## config.mk

```make
export PLATFORM = sky130hd
export DESIGN_NAME = bus_arbiter_4_req_6_bit_flat
export DESIGN_NICKNAME = d
export VERILOG_FILES = /design/src/rtl/bus_arbiter_4_req_6_bit_if.sv /design/src/rtl/bus_arbiter_4_req_6_bit.sv /design/src/flat_wrapper.sv
export SDC_FILE = /design/constraint.sdc
export NUM_CORES = 1
export LEC_CHECK = 0
export CAP_MARGIN = 0
export CORE_MARGIN = 2
export CORE_UTILIZATION = 30
export CTS_BUF_LIST = sky130_fd_sc_hd__clkbuf_4 sky130_fd_sc_hd__clkbuf_8
export DETAILED_ROUTE_END_ITERATION = 12
export HOLD_SLACK_MARGIN = 0.12
export PLACE_DENSITY = 0.69
export SYNTH_ARGS = -nofsm -noshare
export SYNTH_HDL_FRONTEND = slang
export SYNTH_SLANG_ARGS = --single-unit
```

## constraint.sdc

```tcl
create_clock -name clk -period 4.6 [get_ports clk]
set_input_delay 0.69 -clock clk [delete_from_list [all_inputs] [get_ports clk]]
set_output_delay 0.69 -clock clk [all_outputs]
set_load 0.02 [all_outputs]
```

## src/rtl/bus_arbiter_4_req_6_bit_if.sv

```systemverilog
// Shared transfer channel between four sources and one consumer.
// master: arbiter side; slave: sources plus consumer side.
interface bus_arbiter_4_req_6_bit_if;
    logic [3:0] req;
    logic [5:0] i0;
    logic [5:0] i1;
    logic [5:0] i2;
    logic [5:0] i3;
    logic       out_ready;
    logic [5:0] out_data;
    logic       out_valid;
    logic [3:0] ack;
    logic [1:0] sel;
    logic       busy;

    modport master (
        input  req,
        input  i0,
        input  i1,
        input  i2,
        input  i3,
        input  out_ready,
        output out_data,
        output out_valid,
        output ack,
        output sel,
        output busy
    );

    modport slave (
        output req,
        output i0,
        output i1,
        output i2,
        output i3,
        output out_ready,
        input  out_data,
        input  out_valid,
        input  ack,
        input  sel,
        input  busy
    );
endinterface

```

## src/rtl/bus_arbiter_4_req_6_bit.sv

```systemverilog
// Round-robin arbiter for a 4-source 6-bit channel with bounded bursts.
// One bubble cycle separates grants; the mux select is the registered grant.
module bus_arbiter_4_req_6_bit #(
    parameter int unsigned MAX_BURST = 4
) (
    input  logic clk,
    input  logic rst_n,
    bus_arbiter_4_req_6_bit_if.master bus
);
    typedef enum logic {
        IDLE  = 1'b0,
        GRANT = 1'b1
    } state_e;

    localparam logic [3:0] LAST_BEAT = 4'(MAX_BURST - 1);

    state_e     state_q, state_d;
    logic [1:0] sel_q, sel_d;
    logic [1:0] last_q, last_d;
    logic [3:0] cnt_q, cnt_d;

    logic [1:0] pick;
    logic       hit;
    logic       req_sel;
    logic       valid;
    logic       xfer;

    // Scan starts just after the last winner and ends on it.
    always_comb begin
        pick = last_q;
        hit  = 1'b0;
        for (int k = 1; k <= 4; k++) begin
            if (!hit && bus.req[last_q + 2'(k)]) begin
                pick = last_q + 2'(k);
                hit  = 1'b1;
            end
        end
    end

    assign req_sel = bus.req[sel_q];
    assign valid   = (state_q == GRANT) && req_sel;
    assign xfer    = valid && bus.out_ready;

    assign bus.out_valid = valid;
    assign bus.ack       = xfer ? (4'b0001 << sel_q) : 4'b0000;
    assign bus.sel       = sel_q;
    assign bus.busy      = (state_q == GRANT);

    always_comb begin
        bus.out_data = bus.i0;
        unique case (sel_q)
            2'd0: bus.out_data = bus.i0;
            2'd1: bus.out_data = bus.i1;
            2'd2: bus.out_data = bus.i2;
            2'd3: bus.out_data = bus.i3;
        endcase
    end

    always_comb begin
        state_d = state_q;
        sel_d   = sel_q;
        last_d  = last_q;
        cnt_d   = cnt_q;
        unique case (state_q)
            IDLE: begin
                if (hit) begin
                    state_d = GRANT;
                    sel_d   = pick;
                    cnt_d   = 4'd0;
                end
            end
            GRANT: begin
                // A dropped request releases without an ack.
                if (!req_sel) begin
                    state_d = IDLE;
                    last_d  = sel_q;
                end else if (xfer) begin
                    cnt_d = cnt_q + 4'd1;
                    if (cnt_q == LAST_BEAT) begin
                        state_d = IDLE;
                        last_d  = sel_q;
                    end
                end
            end
        endcase
    end

    always_ff @(posedge clk or negedge rst_n) begin
        if (!rst_n) begin
            state_q <= IDLE;
            sel_q   <= 2'd0;
            last_q  <= 2'd3;
            cnt_q   <= 4'd0;
        end else begin
            state_q <= state_d;
            sel_q   <= sel_d;
            last_q  <= last_d;
            cnt_q   <= cnt_d;
        end
    end
endmodule

```

## src/flat_wrapper.sv

```systemverilog
// flat-port wrapper written by rule: the top's interface ports become plain ports
module bus_arbiter_4_req_6_bit_flat 
#(
    parameter int unsigned MAX_BURST = 4
)
  (clk, rst_n, bus_req, bus_i0, bus_i1, bus_i2, bus_i3, bus_out_ready, bus_out_data, bus_out_valid, bus_ack, bus_sel, bus_busy);
  bus_arbiter_4_req_6_bit_if bus_i ();
  input  logic clk;
  input  logic rst_n;
  input wire logic [$bits(bus_i.req)-1:0] bus_req;
  input wire logic [$bits(bus_i.i0)-1:0] bus_i0;
  input wire logic [$bits(bus_i.i1)-1:0] bus_i1;
  input wire logic [$bits(bus_i.i2)-1:0] bus_i2;
  input wire logic [$bits(bus_i.i3)-1:0] bus_i3;
  input wire logic [$bits(bus_i.out_ready)-1:0] bus_out_ready;
  output wire logic [$bits(bus_i.out_data)-1:0] bus_out_data;
  output wire logic [$bits(bus_i.out_valid)-1:0] bus_out_valid;
  output wire logic [$bits(bus_i.ack)-1:0] bus_ack;
  output wire logic [$bits(bus_i.sel)-1:0] bus_sel;
  output wire logic [$bits(bus_i.busy)-1:0] bus_busy;
  assign bus_i.req = bus_req;
  assign bus_i.i0 = bus_i0;
  assign bus_i.i1 = bus_i1;
  assign bus_i.i2 = bus_i2;
  assign bus_i.i3 = bus_i3;
  assign bus_i.out_ready = bus_out_ready;
  assign bus_out_data = bus_i.out_data;
  assign bus_out_valid = bus_i.out_valid;
  assign bus_ack = bus_i.ack;
  assign bus_sel = bus_i.sel;
  assign bus_busy = bus_i.busy;
  bus_arbiter_4_req_6_bit #(.MAX_BURST(MAX_BURST)) u_core (.clk(clk), .rst_n(rst_n), .bus(bus_i));
endmodule
```

Yosys cells after proc, flatten, opt, wreduce, memory -nomap -nowiden
Index checks and enable logic that the tools add are counted.

Input bits: 31. Word-level logic and storage cells: 68. Register bits: 9. Output and inout bits: 14.

Add/subtract/negate cells: 4. Equal/unequal tests: 9. Reductions and logical operators: 12. Bitwise logic cells: 1. Multiplexer cells: 32. Shifts and indexed selects: 1. Order comparisons: 5.

Operators with widths (number): 6-bit one-hot mux with 4 select lines (1); 4-bit two-way mux (4); 2-bit by 3-bit < comparator with 1-bit output, second input constant (5); 2-bit two-way mux (7); 1-bit two-way mux (13); 1-bit binary-select mux with 2-bit select (5); 2-bit != test, second input constant (4); 4-bit one-hot mux with 2 select lines (1); 3-bit AND reduction (2); 1-bit logical AND (5); 2-bit adder, second input constant (2); 4-bit by 1-bit adder with 4-bit output, second input constant (1); 2-bit == test, second input constant (2); 4-bit by 2-bit == test with 1-bit output, second input constant (1); 1-bit by 2-bit << shifter with 4-bit output, first input constant (1); 1-bit logical NOT (3); 2-bit by 1-bit adder with 2-bit output, second input constant (1); 2-bit by 1-bit == test with 1-bit output, second input constant (1); 2-bit logical NOT (1); 2-bit by 1-bit != test with 1-bit output, second input constant (1); 1-bit one-hot mux with 2 select lines (1); 2-bit AND reduction (1); 1-bit NOT (1).

Longest topological paths before layout
Gate-level depths: netlist (run 1).

Depth in word-level cells: 15. Depth in mapped cells: 4. Depth with buffers taken out: 4.

Least setup slack after synthesis (run 1)
Ideal clock, no wire load.

Path type: reg2out. Start point: register u_core.sel_q[1] (netlist: u_core.bus.sel[1]). End point: output port bus_ack[3]. Arrival: 1.432 ns. Path slack: 2.478 ns. Cell stages (with the launch flop): 3. Path through: dfrtp_1 > clkbuf_1 > nor3b_1.

Cells in the longest elaborated chain, start to end: 5.

Ends and longest elaborated chain: from (decl) (line bus_arbiter_4_req_6_bit.sv:18) `logic [1:0] sel_q, sel_d;`; from (signal assigned) (line bus_arbiter_4_req_6_bit.sv:96) `sel_q <= sel_d;`; 1-bit binary-select mux with 2-bit select (line bus_arbiter_4_req_6_bit.sv:40) `assign req_sel = bus.req[sel_q];`; 1-bit two-way mux (not written as such) (line bus_arbiter_4_req_6_bit.sv:40); 1-bit logical AND (line bus_arbiter_4_req_6_bit.sv:41) `assign valid = (state_q == GRANT) && req_sel;`; 1-bit logical AND (line bus_arbiter_4_req_6_bit.sv:42) `assign xfer = valid && bus.out_ready;`; 4-bit two-way mux * (line bus_arbiter_4_req_6_bit.sv:45) `assign bus.ack = xfer ? (4'b0001 << sel_q) : 4'b0000;`; to (decl) (line flat_wrapper.sv:18) `output wire logic [$bits(bus_i.ack)-1:0] bus_ack;`.

Mark *: on every way between the ends. The rest lies on a longest branch, timed or not. The select of a mux whose other input is x is not followed.

Final worst setup path (run 1)
Start point: input port bus_req[0]. End point: output port bus_out_valid.

Cells in the longest elaborated chain, start to end: 3.

Ends and longest elaborated chain: from (decl) (line flat_wrapper.sv:10) `input wire logic [$bits(bus_i.req)-1:0] bus_req;`; 1-bit binary-select mux with 2-bit select (line bus_arbiter_4_req_6_bit.sv:40); 1-bit two-way mux (not written as such) (line bus_arbiter_4_req_6_bit.sv:40); 1-bit logical AND (line bus_arbiter_4_req_6_bit.sv:41); to (decl) (line flat_wrapper.sv:17) `output wire logic [$bits(bus_i.out_valid)-1:0] bus_out_valid;`.

No other way between the ends. The select of a mux whose other input is x is not followed.

==> flow_summary_export.csv, run 1 <==
group,metric,value,unit
global_routing,overflow,0,
sta,slew_headroom,54.8,%
sta,clock_skew,0.00307,ns
sta,report.final.slew_viol_count,0,
critical_path,path_max_fanout,6,
routing,dr_total_vias,753,
die,pin_count,45,
critical_path,cp_cell_sequence,"clkdlybuf4s50_1 -> mux2_4 -> nor2_1 -> a211oi_2 -> clkdlybuf4s50_1",
global_routing,grt_max_degree,16,
clock_network,root_buffer,"clkbuf_4",
routing,drtPass1Iterations,2,
global_routing,antenna_found_initial,0,
finish,fin_cells,144,
placement,place_ws,1.44,ns
critical_path,rr_startpoint,"u_core.bus.sel[1]",
yosys,ys_ff_latch,9,
critical_path,reg2reg_to,"u_core.last_q[1]",
finish,final_common_cell,"clkdlybuf4s50_1",
critical_path,critical_path_class,"in2out",
finish,antennaDiodeCount,0,
power_and_ir_drop,leakage,0.500,nW
clock_network,h-tree-depth,1,
flow_run,drv_cap,0,
yosys,synth.distinct_cells,31,
critical_path,reg2reg_slack,2.78,ns
placement,portBuffers,44,
clock_network,cts_made_buffers,3,
yosys,yosysWarningCount,0,
hold_path,min-delay-start,"u_core.cnt_q[3]",
clock_network,holdBufCountCts,0,
die,design.core.area,2450,um2
die,initial_core_util,31.1,%
die,die_height,54.4,um
yosys,synthCells,68,
routing,wl,2120,um
yosys,ys_seq_area_share,29.8,%
outcome,status,"finished, final reports clean",
global_routing,grt_pass1_vias,750,
placement,dp_hpwl,1720,um
clock_network,tritoncts,"built",
clock_network,clock_sinks,9,
sta,setup_violations,0,
power_and_ir_drop,p_total,0.678,mW
routing,vias_per_cell,5.23,
routing,drc_errors,0,
critical_path,worstSetupStartpointType,"input pin",
hold_path,whs_path_depth,1,
critical_path,cp.arrival,2.46,ns
placement,place.gp.congestion,0.697,
global_routing,grt_usage,14.3,%
clock_network,post_cts_resized,0,
sta,fmax,0.317,GHz
power_and_ir_drop,vdd_ir_drop_max,0.287,mV
routing,drt_iter0_markers,3,
critical_path,slowest_delay,0.64,ns
sta,setup_slack,1.45,ns
yosys,syn_nets,100,
critical_path,crit_required,3.91,ns
clock_network,path_clk_slew,0.06,ns
finish,mostFrequentLayoutCells,"44 x clkdlybuf4s50_1, 9 x nand2_1, 7 x dfrtp_1, 6 x mux4_2",
sta,hold_ws,0.488,ns
critical_path,r2r_cells,4,
finish,area_delta_synth_final,65.4,%
finish,layout-drive-gt1-share,17.5,%
global_routing,grt_pass1_wl,3140,um
hold_path,whs_endpoint,"u_core.cnt_q[3]",
hold_path,hold_path_class,"reg2reg",
placement,dpl.cell_count,140,
die,rows,18,
yosys,synth_area,763,um2
routing,wl_per_cell,14.8,um
die,die_area,2960,um2
routing,ant_nets,0,
sta,fin_crit_sh,68.5,%
clock_network,clk-insertion-delay-late,0.25,ns
die,die_w,54.4,um
yosys,post_synth.cell_area_avg,11.2,um2
sta,grt_setup_unrepaired,"false",
power_and_ir_drop,power.density,537,nW/um2
clock_network,post-cts-setup-buffers,0,
sta,fin_tns_setup,0,ns
finish,nNetsFinal,147,
sta,min_period,3.15,ns
sta,worst_pin_slew,0.678,ns
critical_path,crit_slowest_cell,"clkdlybuf4s50_1",
critical_path,cpMostUsedCell,"clkdlybuf4s50_1",
sta,hold_viol,0,
clock_network,cts_buffer_depth,2,
critical_path,end_kind,"output port",
## critical path: cells and delay by family
family	cells	cell delay, ns
multiplexers	1	0.23
AO/OA/AOI/OAI	1	0.25
buffers and inverters	2	1.24
AND/OR/NAND/NOR	1	0.05
## synth_stat cells
cell type / count / area share [%]
nand3b_1: 1 / 0.98
nor3b_1: 1 / 0.98
and3_1: 1 / 0.82
nor3_1: 1 / 0.66
mux2i_2: 1 / 1.8
nand4_1: 2 / 1.6
and3b_1: 1 / 1.1
o21a_1: 2 / 2.0
o41ai_4: 1 / 3.6
o21ai_0: 3 / 2.0
nor2b_1: 1 / 0.82
o311a_4: 1 / 2.8
mux2i_1: 4 / 5.2
nand3_1: 3 / 2.0
buf_2: 1 / 0.66
dfstp_2: 2 / 6.9
nor2_1: 4 / 2.0
a21bo_1: 1 / 1.3
inv_1: 1 / 0.49
o21ai_1: 2 / 1.3
dfrtp_1: 7 / 23
o2bb2ai_2: 1 / 2.0
a211oi_2: 1 / 1.6
ha_1: 1 / 1.6
nand2_1: 9 / 4.4
o221ai_1: 1 / 1.1
a21oi_1: 1 / 0.66
nand2b_1: 3 / 2.5
mux2_4: 3 / 5.9
mux4_2: 6 / 18
clkbuf_1: 1 / 0.49
## worst max-delay path by stage
stage                                  from  cells after the start             to  slack (ns)
after floorplan           u_core.bus.sel[1]                      2     bus_ack[3]        2.48
after global placement           bus_req[2]                      5  bus_out_valid        1.45
after CTS                        bus_req[0]                      5  bus_out_valid        1.44
final                            bus_req[0]                      5  bus_out_valid        1.45
after detailed placement         bus_req[0]                      5  bus_out_valid        1.44
after global routing             bus_req[2]                      5  bus_out_valid        1.36
## power breakdown
group | leakage, nW | internal, mW | total, mW | switching, mW
Sequential | 0.111 | 0.116 | 0.191 | 0.0750
Combinational | 0.370 | 0.248 | 0.424 | 0.177
Clock | 0.0184 | 0.0390 | 0.0625 | 0.0235
Total | 0.500 | 0.403 | 0.678 | 0.275
## registers in the layout (all words and copies together) (netlist names)
name,cells
u_core.bus.busy,1
u_core.bus.sel,2
u_core.cnt_q,4
u_core.last_q,2
## stage by stage
| step | area, um2 | utilization, % |
|---|---|---|
| after global placement | 1230 | 50.2 |
| after global routing | 1260 | 51.4 |
| after CTS | 1260 | 51.4 |
| after floorplan | 763 | - |
| final | 1260 | 51.4 |
| after detailed placement | 1230 | 50.2 |
## logic make-up after synthesis
kind of cell               after synthesis  share of synthesized area, %
adders and majority gates                1                          1.64
AOI/OAI and AO/OA                       14                          18.4
and+or+nand+nor                         27                          17.9
DFF                                      9                          29.8
muxes                                   14                          30.7
buffers and inverters                    3                          1.64
## cell type report
cell class              instances  area (um2)
fillers                       237        1190
flip-flops and latches          9         228
multi-input cells              56         523
repair buffers                 44         440
clock buffers                   4        30.0
inverters                       1        3.75
well taps                      30        37.5
## layer usage
| layer | part of all wire, % | global-route usage, % | wire length [um] |
|---|---|---|---|
| met1 | 37 | 15.1 | 781 |
| met2 | 48 | 27.1 | 1010 |
| met3 | 15 | 3.55 | 321 |
| met4 | 0.28 | 5.00 | 6 |
| met5 | 0 | 0 | 0 |
Power figures use the tool's default switching activity.
==> run 2: changes to the inputs <==
==> constraint.sdc (replaced) <==
create_clock -name clk -period 3.2 [get_ports clk]
set_input_delay 0.48 -clock clk [delete_from_list [all_inputs] [get_ports clk]]
set_output_delay 0.48 -clock clk [all_outputs]
set_load 0.02 [all_outputs]
==> run 2 against run 1 <==
  * Via count grew 1.5%
  * Final cell count is the same
  * Clock-buffer cell count shrank 1
  * Register-to-register slack lost 1.4 ns
  * Cell area shrank 0.20%
  * Global-route usage grew 0.61 points
  * Sequential cell count is the same
==> flow_summary_export.csv, run 2 (same netlist as run 1, synthesis figures left out) <==
group,metric,value,unit
die,pin_count,45,
routing,drtPass1Iterations,4,
critical_path,r2r_cells,4,
global_routing,grt_pass1_vias,770,
routing,vias_per_cell,5.31,
placement,place.gp.congestion,0.699,
power_and_ir_drop,vdd_ir_drop_max,0.411,mV
sta,worst_pin_slew,0.659,ns
hold_path,whs_path_depth,1,
power_and_ir_drop,leakage,0.499,nW
finish,antennaDiodeCount,0,
sta,hold_viol,0,
routing,wl,2120,um
routing,dr_total_vias,764,
global_routing,grt_max_degree,16,
critical_path,cpMostUsedCell,"clkdlybuf4s50_1",
finish,largest_reg_flops,4,
routing,wl_per_cell,14.7,um
critical_path,critical_path_class,"in2out",
sta,grt_setup_unrepaired,"false",
clock_network,path_clk_slew,0.06,ns
critical_path,worstSetupStartpointType,"input pin",
sta,slew_headroom,56.1,%
finish,layout-drive-gt1-share,17.5,%
critical_path,cp.arrival,2.27,ns
sta,fmax,0.364,GHz
power_and_ir_drop,power.density,765,nW/um2
clock_network,holdBufCountCts,0,
critical_path,cp_cell_sequence,"clkdlybuf4s50_1 -> mux2_4 -> nor2_1 -> a211oi_2 -> clkdlybuf4s50_1",
global_routing,antenna_found_initial,0,
die,die_w,54.4,um
sta,fin_tns_setup,0,ns
clock_network,h-tree-depth,1,
sta,hold_ws,0.482,ns
placement,dpl.cell_count,140,
global_routing,overflow,0,
finish,nNetsFinal,147,
placement,postPlaceCellArea,1230,um2
critical_path,path_max_fanout,6,
critical_path,slowest_delay,0.64,ns
sta,setup_violations,0,
clock_network,post_cts_resized,0,
global_routing,grt_pass1_wl,3240,um
global_routing,grt_usage,14.9,%
power_and_ir_drop,p_total,0.964,mW
clock_network,cts_made_buffers,3,
finish,finish.utilization,51.3,%
die,die_area,2960,um2
placement,place_ws,0.443,ns
critical_path,crit_slowest_cell,"clkdlybuf4s50_1",
finish,area_delta_synth_final,65.1,%
clock_network,clock_sinks,9,
sta,min_period,2.75,ns
finish,final_area,1260,um2
routing,drt_iter0_markers,5,
routing,ant_nets,0,
clock_network,cts_buffer_depth,2,
clock_network,root_buffer,"clkbuf_4",
placement,portBuffers,44,
sta,setup_slack,0.454,ns
finish,fin_cells,144,
finish,regMostFlops,"u_core.cnt_q",
finish,final_common_cell,"clkdlybuf4s50_1",
clock_network,post-cts-setup-buffers,0,
flow_run,drv_cap,0,
sta,fin_crit_sh,85.8,%
die,die_height,54.4,um
die,design.core.area,2450,um2
sta,report.final.slew_viol_count,0,
routing,drc_errors,0,
clock_network,clk-insertion-delay-late,0.26,ns
critical_path,crit_required,2.72,ns
die,rows,18,
critical_path,end_kind,"output port",
finish,mostFrequentLayoutCells,"44 x clkdlybuf4s50_1, 9 x nand2_1, 7 x dfrtp_1, 6 x mux4_2",
hold_path,hold_path_class,"reg2reg",
clock_network,tritoncts,"built",
die,initial_core_util,31.1,%
sta,clock_skew,0.00367,ns
outcome,status,"finished, final reports clean",
placement,dp_hpwl,1700,um
==> run 2: path summary, 6_finish.rpt <==
path	slack [ns]	endpoint	start
worst max-delay path	0.45	bus_out_valid	bus_req[0]
worst min-delay path	0.48	u_core.cnt_q[3]	u_core.cnt_q[3]
worst max register to register	1.35	u_core.last_q[0]	u_core.bus.sel[1]
worst min register to register	0.48	u_core.cnt_q[3]	u_core.cnt_q[3]
max in group asynchronous	2.36	u_core.last_q[1]	rst_n
min in group asynchronous	0.52	u_core.cnt_q[0]	rst_n
==> run 2: report_power, final <==
| group | switching [mW] | internal, mW | total [mW] |
|---|---|---|---|
| Clock | 0.0389 | 0.0460 | 0.0849 |
| Sequential | 0.106 | 0.167 | 0.274 |
| Combinational | 0.250 | 0.356 | 0.606 |
| Total | 0.395 | 0.569 | 0.964 |
==> run 2: per-layer routing <==
metal,share of wire (%),up-vias,track usage (%)
met5,0,-,0
met4,1.1,0,5.00
met3,17,4,4.37
met2,48,47,27.7
met1,35,358,15.9
li1,-,355,-
==> run 2: cell type report <==
cell class                      instances  area (um2)
Fill cell                             236        1190
Multi-Input combinational cell         56         523
Timing Repair Buffer                   44         440
Sequential cell                         9         228
Tap cell                               30        37.5
Clock buffer                            3        22.5
Clock inverter                          1        5.00
Inverter                                1        3.75
==> run 2: worst max-delay path, delay by kind of cell <==
family                 cells  cell delay, ns
multiplexers               1            0.24
AND/OR/NAND/NOR            1            0.05
buffers and inverters      2            1.25
AO/OA/AOI/OAI              1            0.25
==> RTL edit: new RTL, settings of run 2 <==
Make the reset (`rst_n`) synchronous in one clocked block.
--- a/src/rtl/bus_arbiter_4_req_6_bit.sv
+++ b/src/rtl/bus_arbiter_4_req_6_bit.sv
@@ -85,7 +85,7 @@
         endcase
     end
 
-    always_ff @(posedge clk or negedge rst_n) begin
+    always_ff @(posedge clk) begin
         if (!rst_n) begin
             state_q <= IDLE;
             sel_q   <= 2'd0;
Formal check against the unedited RTL: differs if rst_n is asserted again (counterexample within 4 cycles, from zero or initial values and one cycle with rst_n low); with rst_n held inactive, the same outputs for 10 cycles.
==> RTL edit against run 2 <==
Area after synthesis decreased by 6.6%. Cell area decreased by 4.3%. Via count grew 3.9%. Routed wire length decreased by 1.0%. Critical path depth decreased by 1. Synthesized cell count up 8.8%. Clock skew shrank 0.0033 ns. Worst setup slack better by 0.036 ns. Sequential cell count did not move. First-iteration DRC count is the same. Register-to-register slack better by 0.02 ns.
Power is not compared: it rests on default switching activity, and its combinational part moved more than twofold at a synthesized area within 25%.
==> RTL edit: results (changes against run 2) <==
qor: status.run_status finished, final reports clean [unchanged]
qor: yosys.synth_ff_type sky130_fd_sc_hd__dfxtp_1 [was sky130_fd_sc_hd__dfrtp_1]
qor: yosys.ys_types 31 [unchanged]
qor: critical_path.cp.arrival 2.23 ns [was 2.27 ns]
qor: global_route.grtUsageTotal 0.1599 [was 0.1490]
qor: route.post_drt_wl_per_cell 14.15 µm [was 14.69 µm]
qor: sta.clock_skew 0.0003539 ns [was 0.003672 ns]
qor: layout.layout.filler_cells 207 [was 236]
qor: cts.ctsLongestPathBuffers 2 [unchanged]
qor: yosys.netlist_top_cells_count sky130_fd_sc_hd__dfxtp_1 (9), sky130_fd_sc_hd__nand2_1 (6) [was sky130_fd_sc_hd__nand2_1 (9), sky130_fd_sc_hd__dfrtp_1 (7), sky130_fd_sc_hd__mux4_2 (6), sky130_fd_sc_hd__mux2i_1 (4), sky130_fd_sc_hd__nor2_1 (4)]
qor: yosys.number_of_flops_mapped_to_enable_cells_by_yosys 0 [unchanged]
qor: route.vias 794 [was 764]
qor: placement.detailed_place_hpwl 1661 µm [was 1701 µm]
qor: sta.worst_pin_slew 0.4938 ns [was 0.6589 ns]
qor: cts.cts.htree.levels 1 [unchanged]
qor: global_route.grt_pass1_wl 3180 µm [was 3236 µm]
qor: layout.antenna-diode-count 0 [unchanged]
qor: route.firstDrtPassIters 3 [was 4]
qor: yosys.synth-seq-area-share 0.2526 [was 0.2984]
qor: global_route.first_global_vias 733 [was 770]
qor: placement.routabilityCongestion 0.7325 [was 0.6985]
qor: critical_path.cp_max_fo 7 [was 6]
qor: route.first_iter_violations 5 [unchanged]
qor: global_route.gr-total-overflow 0 [unchanged]
qor: layout.finish.net_count 153 [was 147]
qor: cts.cts_repair_resize_count 0 [unchanged]
qor: cts.cts_post_setup_buffers_inserted 0 [unchanged]
qor: hold_path.hp-class reg -> reg [unchanged]
qor: layout.largest_reg_flops 4 [unchanged]
qor: cts.insertion_delay 0.26 ns [about the same]
qor: critical_path.worst_path_largest_cell_delay 0.54 ns [was 0.64 ns]
qor: layout.registers.top_by_ff_count u_core.cnt_q [unchanged]
qor: sta.timing_hold_violations_final 0 [unchanged]
qor: yosys.synth-async-reset-ratio 0 [was 1.000]
qor: cts.cts_buf_count 3 [unchanged]
qor: yosys.largest_cells_by_area_after_synthesis sky130_fd_sc_hd__dfxtp_1 (25%), sky130_fd_sc_hd__mux4_2 (13%), sky130_fd_sc_hd__mux4_1 (11%) [was sky130_fd_sc_hd__dfrtp_1 (23%), sky130_fd_sc_hd__mux4_2 (18%), sky130_fd_sc_hd__dfstp_2 (6.9%)]
qor: critical_path.critical-path-top-delay-family buffers and inverters [unchanged]
qor: cts.ctsRootBufferMaster sky130_fd_sc_hd__clkbuf_4 [unchanged]
qor: yosys.postSynthNetCount 106 [was 100]
qor: global_route.grt_max_degree 15 [was 16]
qor: layout.drive_above_1_share 0.07500 [was 0.1754]
==> RTL edit: kinds of logic (layout without fill, tap and decap cells) <==
family          after synthesis  count (layout)  synth area share
compound gates               21              21            0.2070
fa+ha+maj                     1               1           0.01754
buf+inv                       6              52           0.04385
flops                         9               9            0.2526
mux                           9               9            0.2649
simple gates                 28              28            0.2140
==> RTL edit: layout make-up <==
class                      count  share of cell area
sequential                     9              0.1494
timing repair buffer          45              0.3714
clock buffer                   4             0.02490
multi-input combinational     59              0.4160
inverter                       3            0.009336
tap                           28             0.02905
==> RTL edit: through the flow <==
stage,setup WS [ns],hold WS [ns],area [µm²],instances
2_1_floorplan,1.330,0.4556,713.2,74
3_3_place_gp,0.5181,0.4636,1176,144
3_5_place_dp,0.4976,0.5013,1176,144
4_1_cts,0.4949,0.5103,1206,148
5_1_grt,0.4271,0.5385,1206,148
6_report,0.4900,0.5055,1206,148
==> RTL edit: final timing paths <==
| path | start | to | slack, ns | depth (start not counted) |
|---|---|---|---|---|
| max | bus_req[1] | bus_out_valid | 0.49 | 4 |
| min | u_core.cnt_q[2] | u_core.cnt_q[2] | 0.51 | 2 |
| max reg2reg | u_core.bus.sel[0] | u_core.cnt_q[0] | 1.37 | 5 |
| min reg2reg | u_core.cnt_q[2] | u_core.cnt_q[2] | 0.51 | 2 |
==> RTL edit: where the power goes <==
| part | switching (mW) | leakage, nW | internal, mW |
|---|---|---|---|
| Clock | 0.0395 | 0.0184 | 0.0565 |
| Combinational | 0.0676 | 0.350 | 0.101 |
| Sequential | 0.0152 | 0.0737 | 0.120 |
==> RTL edit: metal layers <==
metal  GRT usage  part of all wire  wire, µm
met1      0.1737              0.40       843
met4     0.03846                 0         0
met2      0.2958              0.52      1096
met3     0.05143             0.074       154
met5           0                 0         0
==> RTL edit: tightest hold or removal path: stages, from the launching register on <==
cell                      delay [ns]
sky130_fd_sc_hd__dfxtp_1        0.32
sky130_fd_sc_hd__o21ai_0        0.08
sky130_fd_sc_hd__a21oi_1        0.06
